## src/rtl/dmem_access_pkg.sv

```systemverilog
// Shared constants for the data-memory access block: word width, RISC-V
// load/store funct3 encodings and the request legality check.
package dmem_access_pkg;

  localparam int WORD_LEN = 32;

  localparam logic [2:0] F3_LB  = 3'b000;
  localparam logic [2:0] F3_LH  = 3'b001;
  localparam logic [2:0] F3_LW  = 3'b010;
  localparam logic [2:0] F3_LBU = 3'b100;
  localparam logic [2:0] F3_LHU = 3'b101;
  localparam logic [2:0] F3_SB  = 3'b000;
  localparam logic [2:0] F3_SH  = 3'b001;
  localparam logic [2:0] F3_SW  = 3'b010;

  // High when the funct3 is undefined for the access type or the address is misaligned.
  function automatic logic req_is_err(input logic       wen,
                                      input logic [2:0] funct3,
                                      input logic [1:0] byte_off);
    logic err;
    err = 1'b0;
    if (wen) begin
      case (funct3)
        F3_SB:   err = 1'b0;
        F3_SH:   err = byte_off[0];
        F3_SW:   err = (byte_off != 2'b00);
        default: err = 1'b1;
      endcase
    end else begin
      case (funct3)
        F3_LB, F3_LBU: err = 1'b0;
        F3_LH, F3_LHU: err = byte_off[0];
        F3_LW:         err = (byte_off != 2'b00);
        default:       err = 1'b1;
      endcase
    end
    return err;
  endfunction

endpackage

```

## src/rtl/dmem_access_lane.sv

```systemverilog
// Combinational lane logic: little-endian lane extract with sign/zero extension
// for loads, and byte/halfword merge into the fetched word for stores.
module dmem_lane
  import dmem_access_pkg::*;
(
  input  logic [2:0]          funct3,
  input  logic [1:0]          byte_off,
  input  logic [WORD_LEN-1:0] rdata,
  input  logic [WORD_LEN-1:0] wdata,
  output logic [WORD_LEN-1:0] load_data,
  output logic [WORD_LEN-1:0] merge_data
);

  logic [7:0]  w_byte;
  logic [15:0] w_half;

  // Select the addressed byte and halfword from the fetched word.
  always_comb begin
    w_byte = 8'h00;
    case (byte_off)
      2'd0:    w_byte = rdata[7:0];
      2'd1:    w_byte = rdata[15:8];
      2'd2:    w_byte = rdata[23:16];
      2'd3:    w_byte = rdata[31:24];
      default: w_byte = 8'h00;
    endcase
    if (byte_off[1]) begin
      w_half = rdata[31:16];
    end else begin
      w_half = rdata[15:0];
    end
  end

  // Extend the selected lane into the load result.
  always_comb begin
    load_data = 32'h0000_0000;
    case (funct3)
      F3_LB:   load_data = {{24{w_byte[7]}}, w_byte};
      F3_LBU:  load_data = {24'h00_0000, w_byte};
      F3_LH:   load_data = {{16{w_half[15]}}, w_half};
      F3_LHU:  load_data = {16'h0000, w_half};
      F3_LW:   load_data = rdata;
      default: load_data = 32'h0000_0000;
    endcase
  end

  // Overlay the store lane onto the fetched word for read-modify-write.
  always_comb begin
    merge_data = rdata;
    case (funct3)
      F3_SB: begin
        case (byte_off)
          2'd0:    merge_data = {rdata[31:8], wdata[7:0]};
          2'd1:    merge_data = {rdata[31:16], wdata[7:0], rdata[7:0]};
          2'd2:    merge_data = {rdata[31:24], wdata[7:0], rdata[15:0]};
          2'd3:    merge_data = {wdata[7:0], rdata[23:0]};
          default: merge_data = rdata;
        endcase
      end
      F3_SH: begin
        if (byte_off[1]) begin
          merge_data = {wdata[15:0], rdata[15:0]};
        end else begin
          merge_data = {rdata[31:16], wdata[15:0]};
        end
      end
      F3_SW:   merge_data = wdata;
      default: merge_data = rdata;
    endcase
  end

endmodule

```

## src/rtl/dmem_access.sv

```systemverilog
// Load/store unit between the CPU and a word-wide memory with one-cycle
// synchronous read; sub-word stores are done as read-modify-write.
module dmem_access
  import dmem_access_pkg::*;
(
  input  logic                clk,
  input  logic                rst_n,
  input  logic                req_valid,
  output logic                req_ready,
  input  logic                req_wen,
  input  logic [2:0]          req_funct3,
  input  logic [WORD_LEN-1:0] req_addr,
  input  logic [WORD_LEN-1:0] req_wdata,
  output logic                resp_valid,
  output logic [WORD_LEN-1:0] resp_rdata,
  output logic                resp_err,
  output logic [WORD_LEN-1:0] mem_addr,
  input  logic [WORD_LEN-1:0] mem_rdata,
  output logic                mem_wen,
  output logic [WORD_LEN-1:0] mem_wdata
);

  typedef enum logic [2:0] {IDLE, ADDR, DATA, WRITE, RESP} state_t;

  state_t              r_state;
  state_t              w_state_nxt;
  logic                r_wen;
  logic [2:0]          r_funct3;
  logic [1:0]          r_byte_off;
  logic [WORD_LEN-1:0] r_wdata;
  logic [WORD_LEN-1:0] r_mem_addr;
  logic [WORD_LEN-1:0] r_mem_wdata;
  logic                r_mem_wen;
  logic                r_resp_valid;
  logic [WORD_LEN-1:0] r_resp_rdata;
  logic                r_resp_err;
  logic                w_accept;
  logic                w_req_err;
  logic [WORD_LEN-1:0] w_load_data;
  logic [WORD_LEN-1:0] w_merge_data;

  assign w_accept  = req_valid && (r_state == IDLE);
  assign w_req_err = req_is_err(req_wen, req_funct3, req_addr[1:0]);

  dmem_lane u_lane (
    .funct3     (r_funct3),
    .byte_off   (r_byte_off),
    .rdata      (mem_rdata),
    .wdata      (r_wdata),
    .load_data  (w_load_data),
    .merge_data (w_merge_data)
  );

  // State register.
  always_ff @(posedge clk or negedge rst_n) begin
    if (!rst_n) begin
      r_state <= IDLE;
    end else begin
      r_state <= w_state_nxt;
    end
  end

  // Next-state: SW skips the read, sub-word stores read then write.
  always_comb begin
    w_state_nxt = r_state;
    case (r_state)
      IDLE: begin
        if (!w_accept) begin
          w_state_nxt = IDLE;
        end else if (w_req_err) begin
          w_state_nxt = RESP;
        end else if (req_wen && (req_funct3 == F3_SW)) begin
          w_state_nxt = WRITE;
        end else begin
          w_state_nxt = ADDR;
        end
      end
      ADDR:    w_state_nxt = DATA;
      DATA: begin
        if (r_wen) begin
          w_state_nxt = WRITE;
        end else begin
          w_state_nxt = RESP;
        end
      end
      WRITE:   w_state_nxt = RESP;
      RESP:    w_state_nxt = IDLE;
      default: w_state_nxt = IDLE;
    endcase
  end

  // Request capture, memory-port and response registers.
  always_ff @(posedge clk or negedge rst_n) begin
    if (!rst_n) begin
      r_wen        <= 1'b0;
      r_funct3     <= 3'b000;
      r_byte_off   <= 2'b00;
      r_wdata      <= 32'h0000_0000;
      r_mem_addr   <= 32'h0000_0000;
      r_mem_wdata  <= 32'h0000_0000;
      r_mem_wen    <= 1'b0;
      r_resp_valid <= 1'b0;
      r_resp_rdata <= 32'h0000_0000;
      r_resp_err   <= 1'b0;
    end else begin
      r_mem_wen    <= (w_state_nxt == WRITE);
      r_resp_valid <= (w_state_nxt == RESP);
      case (r_state)
        IDLE: begin
          if (w_accept) begin
            r_wen      <= req_wen;
            r_funct3   <= req_funct3;
            r_byte_off <= req_addr[1:0];
            r_wdata    <= req_wdata;
            r_mem_addr <= {req_addr[WORD_LEN-1:2], 2'b00};
            if (w_state_nxt == WRITE) begin
              r_mem_wdata <= req_wdata;
            end
            if (w_state_nxt == RESP) begin
              r_resp_rdata <= 32'h0000_0000;
              r_resp_err   <= 1'b1;
            end
          end
        end
        DATA: begin
          // mem_rdata here is the word addressed since acceptance.
          if (r_wen) begin
            r_mem_wdata <= w_merge_data;
          end else begin
            r_resp_rdata <= w_load_data;
            r_resp_err   <= 1'b0;
          end
        end
        WRITE: begin
          r_resp_rdata <= 32'h0000_0000;
          r_resp_err   <= 1'b0;
        end
        default: begin
        end
      endcase
    end
  end

  assign req_ready  = (r_state == IDLE);
  assign resp_valid = r_resp_valid;
  assign resp_rdata = r_resp_rdata;
  assign resp_err   = r_resp_err;
  assign mem_addr   = r_mem_addr;
  assign mem_wen    = r_mem_wen;
  assign mem_wdata  = r_mem_wdata;

endmodule

```

## config.mk

```make
export PLATFORM = sky130hd
export DESIGN_NAME = dmem_access
export DESIGN_NICKNAME = d
export VERILOG_FILES = /design/src/rtl/dmem_access_pkg.sv /design/src/rtl/dmem_access_lane.sv /design/src/rtl/dmem_access.sv
export SDC_FILE = /design/constraint.sdc
export NUM_CORES = 1
export LEC_CHECK = 0
export CORE_ASPECT_RATIO = 0.9
export CORE_MARGIN = 2
export CORE_UTILIZATION = 48
export DETAILED_ROUTE_END_ITERATION = 12
export PLACE_DENSITY = 0.82
export SKIP_LAST_GASP = 1
export SLEW_MARGIN = 20
export SYNTH_ARGS = -nofsm -noshare
export SYNTH_HDL_FRONTEND = slang
export SYNTH_SLANG_ARGS = --single-unit
```

## constraint.sdc

```tcl
create_clock -name clk -period 2.6 [get_ports clk]
set_clock_uncertainty 0.15 [all_clocks]
set_input_delay 0.52 -clock clk [delete_from_list [all_inputs] [get_ports clk]]
set_output_delay 0.52 -clock clk [all_outputs]
set_load 0.05 [all_outputs]
```

Word-level counts from Yosys, hierarchy flattened
Cells that the tools add are included.
Operators by class
  equality and inequality tests: 21
  multiplexer cells: 26
  reduce and logical (&&, ||, !) cells: 14
Operator list (number)
  32-bit 2-to-1 mux: 7
  32-bit one-hot mux with 3 select lines: 2
  32-bit one-hot mux with 5 select lines: 1
  32-bit one-hot mux with 4 select lines: 1
  32-bit one-hot mux with 2 select lines: 1
  8-bit one-hot mux with 4 select lines: 1
  16-bit 2-to-1 mux: 1
  3-bit by 2-bit == test with 1-bit output (second input constant): 5
  3-bit == test (second input constant): 5
  3-bit one-hot mux with 4 select lines: 1
  3-bit by 1-bit == test with 1-bit output (second input constant): 3
  3-bit logical NOT: 3
  3-bit 2-to-1 mux: 3
  1-bit one-hot mux with 3 select lines: 3
  4-bit AND reduction: 2
  2-bit by 1-bit inequality test with 1-bit output (second input constant): 3
  2-bit == test (second input constant): 2
  1-bit 2-to-1 mux: 4
  2-bit inequality test (second input constant): 2
  2-bit nonzero test: 2
  2-bit OR reduction: 2
  3-bit nonzero test: 1
  2-bit by 1-bit == test with 1-bit output (second input constant): 1
  1-bit logical AND: 2
  3 further kinds: 3
Storage, ports and cells
  flip-flop bits (word level): 138
  bits of input ports: 103
  output and inout port bits: 100
  logic and storage cells: 72

Depth between registers and ports, before layout
  depth after elaboration: 11
  gate-level depth with buffers: 7
  depth with buffers taken out: 5

Modules after synthesis
A second synthesis with hierarchy kept.
Second synthesis, totals
  cells, all modules: 818
  area total of the unflattened synthesis: 7612.3 um^2
By module, submodules not included
  dmem_access: instances 1, cells an instance 556, area each 5881.9 um^2, sequential area each 3453.3 um^2
  dmem_lane: instances 1, cells an instance 262, area each 1730.4 um^2, sequential area each 0.0 um^2

Worst setup path after synthesis
OpenSTA, ideal clock, no wires.
  path kind: flip-flop to flip-flop
  start: register r_state[2]
  end: register r_mem_addr[10], in the netlist mem_addr[10]
  setup time: 0.118 ns
  arrival time: 2.400 ns
  required time: 2.332 ns
  setup slack: -0.067 ns
  cell stages (with the launch flop): 7
  path buffers: 2
  clock period less this slack: 2.667 ns
  cell sequence: dfrtp_1 -> clkbuf_1 -> nor3_1 -> nand2_1 -> clkbuf_1 -> nand2_1 -> nand2_1
Between the ends
  cells in the longest elaborated chain, start to end: 3
RTL lines
  start, declared: RTL line dmem_access.sv:25  | state_t r_state;
  start signal, assigned: RTL line dmem_access.sv:59  | r_state <= w_state_nxt;
  3-bit logical NOT (*)
  via req_ready: RTL line dmem_access.sv:9  | output logic req_ready,
  1-bit logical AND: RTL line dmem_access.sv:42  | assign w_accept = req_valid && (r_state == IDLE);
  2-bit AND reduction (no line) (*)
  end signal, assigned: RTL line dmem_access.sv:115  | r_mem_addr <= {req_addr[WORD_LEN-1:2], 2'b00};
  end, declared: RTL line dmem_access.sv:31  | logic [WORD_LEN-1:0] r_mem_addr;
The timed path passes the listed nets; every way through them passes the cells marked *.
A chain may end at the register's enable or synchronous reset.

Final worst setup path
  start: register r_funct3[0]
  end: register r_resp_rdata[17], in the netlist resp_rdata[17]
Between the ends
  cells in the longest elaborated chain, start to end: 4
  elaborated cells between the ends (all ways): 8
  classes of those cells: 4 x eq/ne; 3 x mux; 1 x reduce/logical
RTL lines
  start, declared: RTL line dmem_access.sv:28  | logic [2:0] r_funct3;
  start signal, assigned: RTL line dmem_access.sv:112  | r_funct3 <= req_funct3;
  3-bit by 2-bit == test with 1-bit output, or another cell as far along: RTL line dmem_access_lane.sv:37  | case (funct3)
  32-bit one-hot mux with 5 select lines (*): RTL line dmem_access_lane.sv:37
  32-bit 2-to-1 mux (*): RTL line dmem_access.sv:127  | if (r_wen) begin
  32-bit one-hot mux with 3 select lines (*): RTL line dmem_access.sv:108  | case (r_state)
  end signal, assigned: RTL line dmem_access.sv:130  | r_resp_rdata <= w_load_data;
  end, declared: RTL line dmem_access.sv:35  | logic [WORD_LEN-1:0] r_resp_rdata;
Every way passes the cells marked *; elsewhere a longest branch is shown, timed or not. The select of a mux whose other input is x is not followed.

==> impl_metrics.ini <==
[clock_tree]
clock-sinks = 138
clockBufferDepth = 2
clockRootBuffer = clkbuf_16
cts_tree = yes
cts.clk_slew.worst_paths_ps = 60
insertion_delay_ps = 420
cts_max_level = 4
numCtsBuffers = 17
post_cts_resized = 0

[cells_and_area]
final_layout_size_suffix_gt1_share_pct = 12.4
fillerInstances = 1048
num_antenna_cells = 0
final_util_pct = 70.4
nets = 1041
area_growth_pct = 45.1

[power]
power_density_nw_per_um2 = 1370
leakage_nw = 4.35
p_total_mw = 13.3
peakVddDrop_mv = 0.841

[worst_setup_path]
cp.required_ps = 2800
worstSetupStartpointType = flip-flop
r2r_slack_ps = 190
crit_arrival_ps = 2610
crit_path_end_kind = flip-flop
cp_max_fo = 16
worstSetupPathType = reg -> reg

[yosys]
yosys_register_bits = 138
netlist_instances = 727
ys.flop_type = dfrtp_1
synth.distinct_cells = 52
avgSynthCellArea_um2 = 9.25
synth-async-reset-ratio_pct = 100
yosysTopAreaCell = dfrtp_1
yosysMostFrequentCell = nand2_1
synth_edf_count = 0
synth_common_cells = nand2_1 (239), dfrtp_1 (138), nor2_1 (41), o21ai_0 (38), mux2_2 (30)
yosys_warnings = 0
yosysSeqAreaShare_pct = 51.4
netlist_top_cells_area = dfrtp_1 (51%), nand2_1 (13%), mux2_2 (5.0%), a221oi_1 (3.0%), o21ai_0 (2.8%)
syn_area_um2 = 6720
yosys.area.top_type_share_pct = 51.4

[sta]
worstMarginPinSlew_ps = 1030
finalHoldViolCount = 0
max_slew_margin_pct = 31.1
grt_setup_unrepaired = no
max_freq_mhz = 415
setup_violations = 0
fin_crit_ps = 2410
fin_tns_setup_ps = 0
slew_violations = 0
period_share_pct = 92.6

[place]
portBuffers = 200
place.gp.congestion = 0.925
hpwl_um = 15500

[global_routing]
antenna_found_initial = 0
grt.overflow.total = 0
grt_util_all_layers_pct = 29.2
grt_pass1_wl_um = 33600
grt_pass1_vias = 6302
grt_max_degree = 54

[floorplanning]
start_util_pct = 48.5
die_area_um2 = 15000
die_y_um = 116
fp.dieW_um = 129
core_area_um2 = 13900
rows = 41
ios = 203

[detailed_routing]
dr.pass1.iters = 6
drc = 0
drt_wl_total_um = 21500
num_vias = 6436
drt_iter0_drc = 657
drtAntennaViolNets = 0
vias_per_cell = 5.73
routedWlPerCell_um = 19.1

[run_status]
status = finished, final reports clean

[run]
drv_cap = 0

[worst_hold_path]
hold_class = reg -> reg
## metal layers
metal / vias up / wire, um / GRT usage (%)
met4: 0 / 537 / 10.1
met5: - / 0 / 0
li1: 2982 / - / -
met3: 49 / 2620 / 10.9
met2: 368 / 9620 / 45.1
met1: 3037 / 8700 / 38.3
## sequential cells by signal, indices dropped and copies added, names as in the netlist, 2 cells and up
register    flops
r_funct3        3
r_state         3
mem_addr       30
mem_wdata      32
resp_rdata     32
r_byte_off      2
r_wdata        32
## worst max-delay path, stage by stage (launching register included)
cell      delay (ps)
dfrtp_1          520
buf_4            260
o21ai_0          210
nand3b_2         110
nor2_1           800
nand2_1          150
nand3_1          120
## through the flow
step / cell area, um^2 / cells / setup slack [ps] / hold slack, ps
after floorplan: 6730 / 728 / 468 / 74.4
after global placement: 9120 / 1090 / 160 / 307
after detailed placement: 9120 / 1090 / 114 / 311
after CTS: 9750 / 1123 / 216 / 325
after global routing: 9750 / 1123 / 99.9 / 345
final: 9750 / 1123 / 192 / 322
## worst paths after layout
kind,from,cells past startpoint,endpoint
max,r_funct3[0],6,resp_rdata[17]
min,mem_addr[31],2,mem_addr[31]
max reg2reg,r_funct3[0],6,resp_rdata[17]
min reg2reg,mem_addr[31],2,mem_addr[31]
max in group asynchronous,rst_n,3,mem_addr[7]
min in group asynchronous,rst_n,2,resp_rdata[18]
## power by group
group / switching [mW] / total [mW] / internal (mW)
Sequential: 0.764 / 3.83 / 3.06
Combinational: 4.47 / 6.99 / 2.52
Clock: 0.921 / 2.53 / 1.61
Total: 6.15 / 13.3 / 7.19
## cells by family (layout without fill, tap and decap cells)
group | Yosys count | count (layout) | share of synthesized area [%]
AND/OR/NAND/NOR | 334 | 334 | 21.0
AO/OA/AOI/OAI | 159 | 159 | 17.3
flip-flops | 138 | 138 | 51.4
buffers and inverters | 54 | 277 | 3.42
multiplexers | 41 | 41 | 6.85
other | 1 | 2 | 0.0558
## what timing repair did
item                                   CTS  global route
endpoints found under the hold margin   49             0
hold buffers                             1             0
buffers inserted                         0             0
## cell type report
class / count / area, um^2 / share of cell area [%]
Tap cell: 172 / 215 / 2.21
Inverter: 4 / 15.0 / 0.154
Clock buffer: 22 / 484 / 4.96
Clock inverter: 10 / 139 / 1.42
Multi-Input combinational cell: 536 / 3060 / 31.4
Timing Repair Buffer: 241 / 2390 / 24.5
Sequential cell: 138 / 3450 / 35.4
## layout by cell type (no fill, tap or decap), types with 2 or more instances in the layout
cell	n
a211oi_1	2
a21o_1	9
a21oi_1	9
a221o_1	7
a221oi_1	23
a222oi_1	7
a22o_1	9
a22oi_1	8
a2bb2oi_1	2
buf_12	6
buf_4	35
bufinv_16	3
clkbuf_16	17
clkbuf_8	4
clkdlybuf4s50_1	198
clkinv_2	2
clkinvlp_4	4
conb_1	2
dfrtp_1	138
inv_1	3
mux2_2	30
mux2i_1	10
nand2_1	239
nand2b_1	6
nand3_1	24
nand3b_1	2
nor2_1	41
nor2b_1	5
nor3_2	2
o2111ai_1	7
o21ai_0	38
o21ai_1	7
o221ai_1	8
o31ai_1	17
or2_2	2
Power figures use the tool's default switching activity.
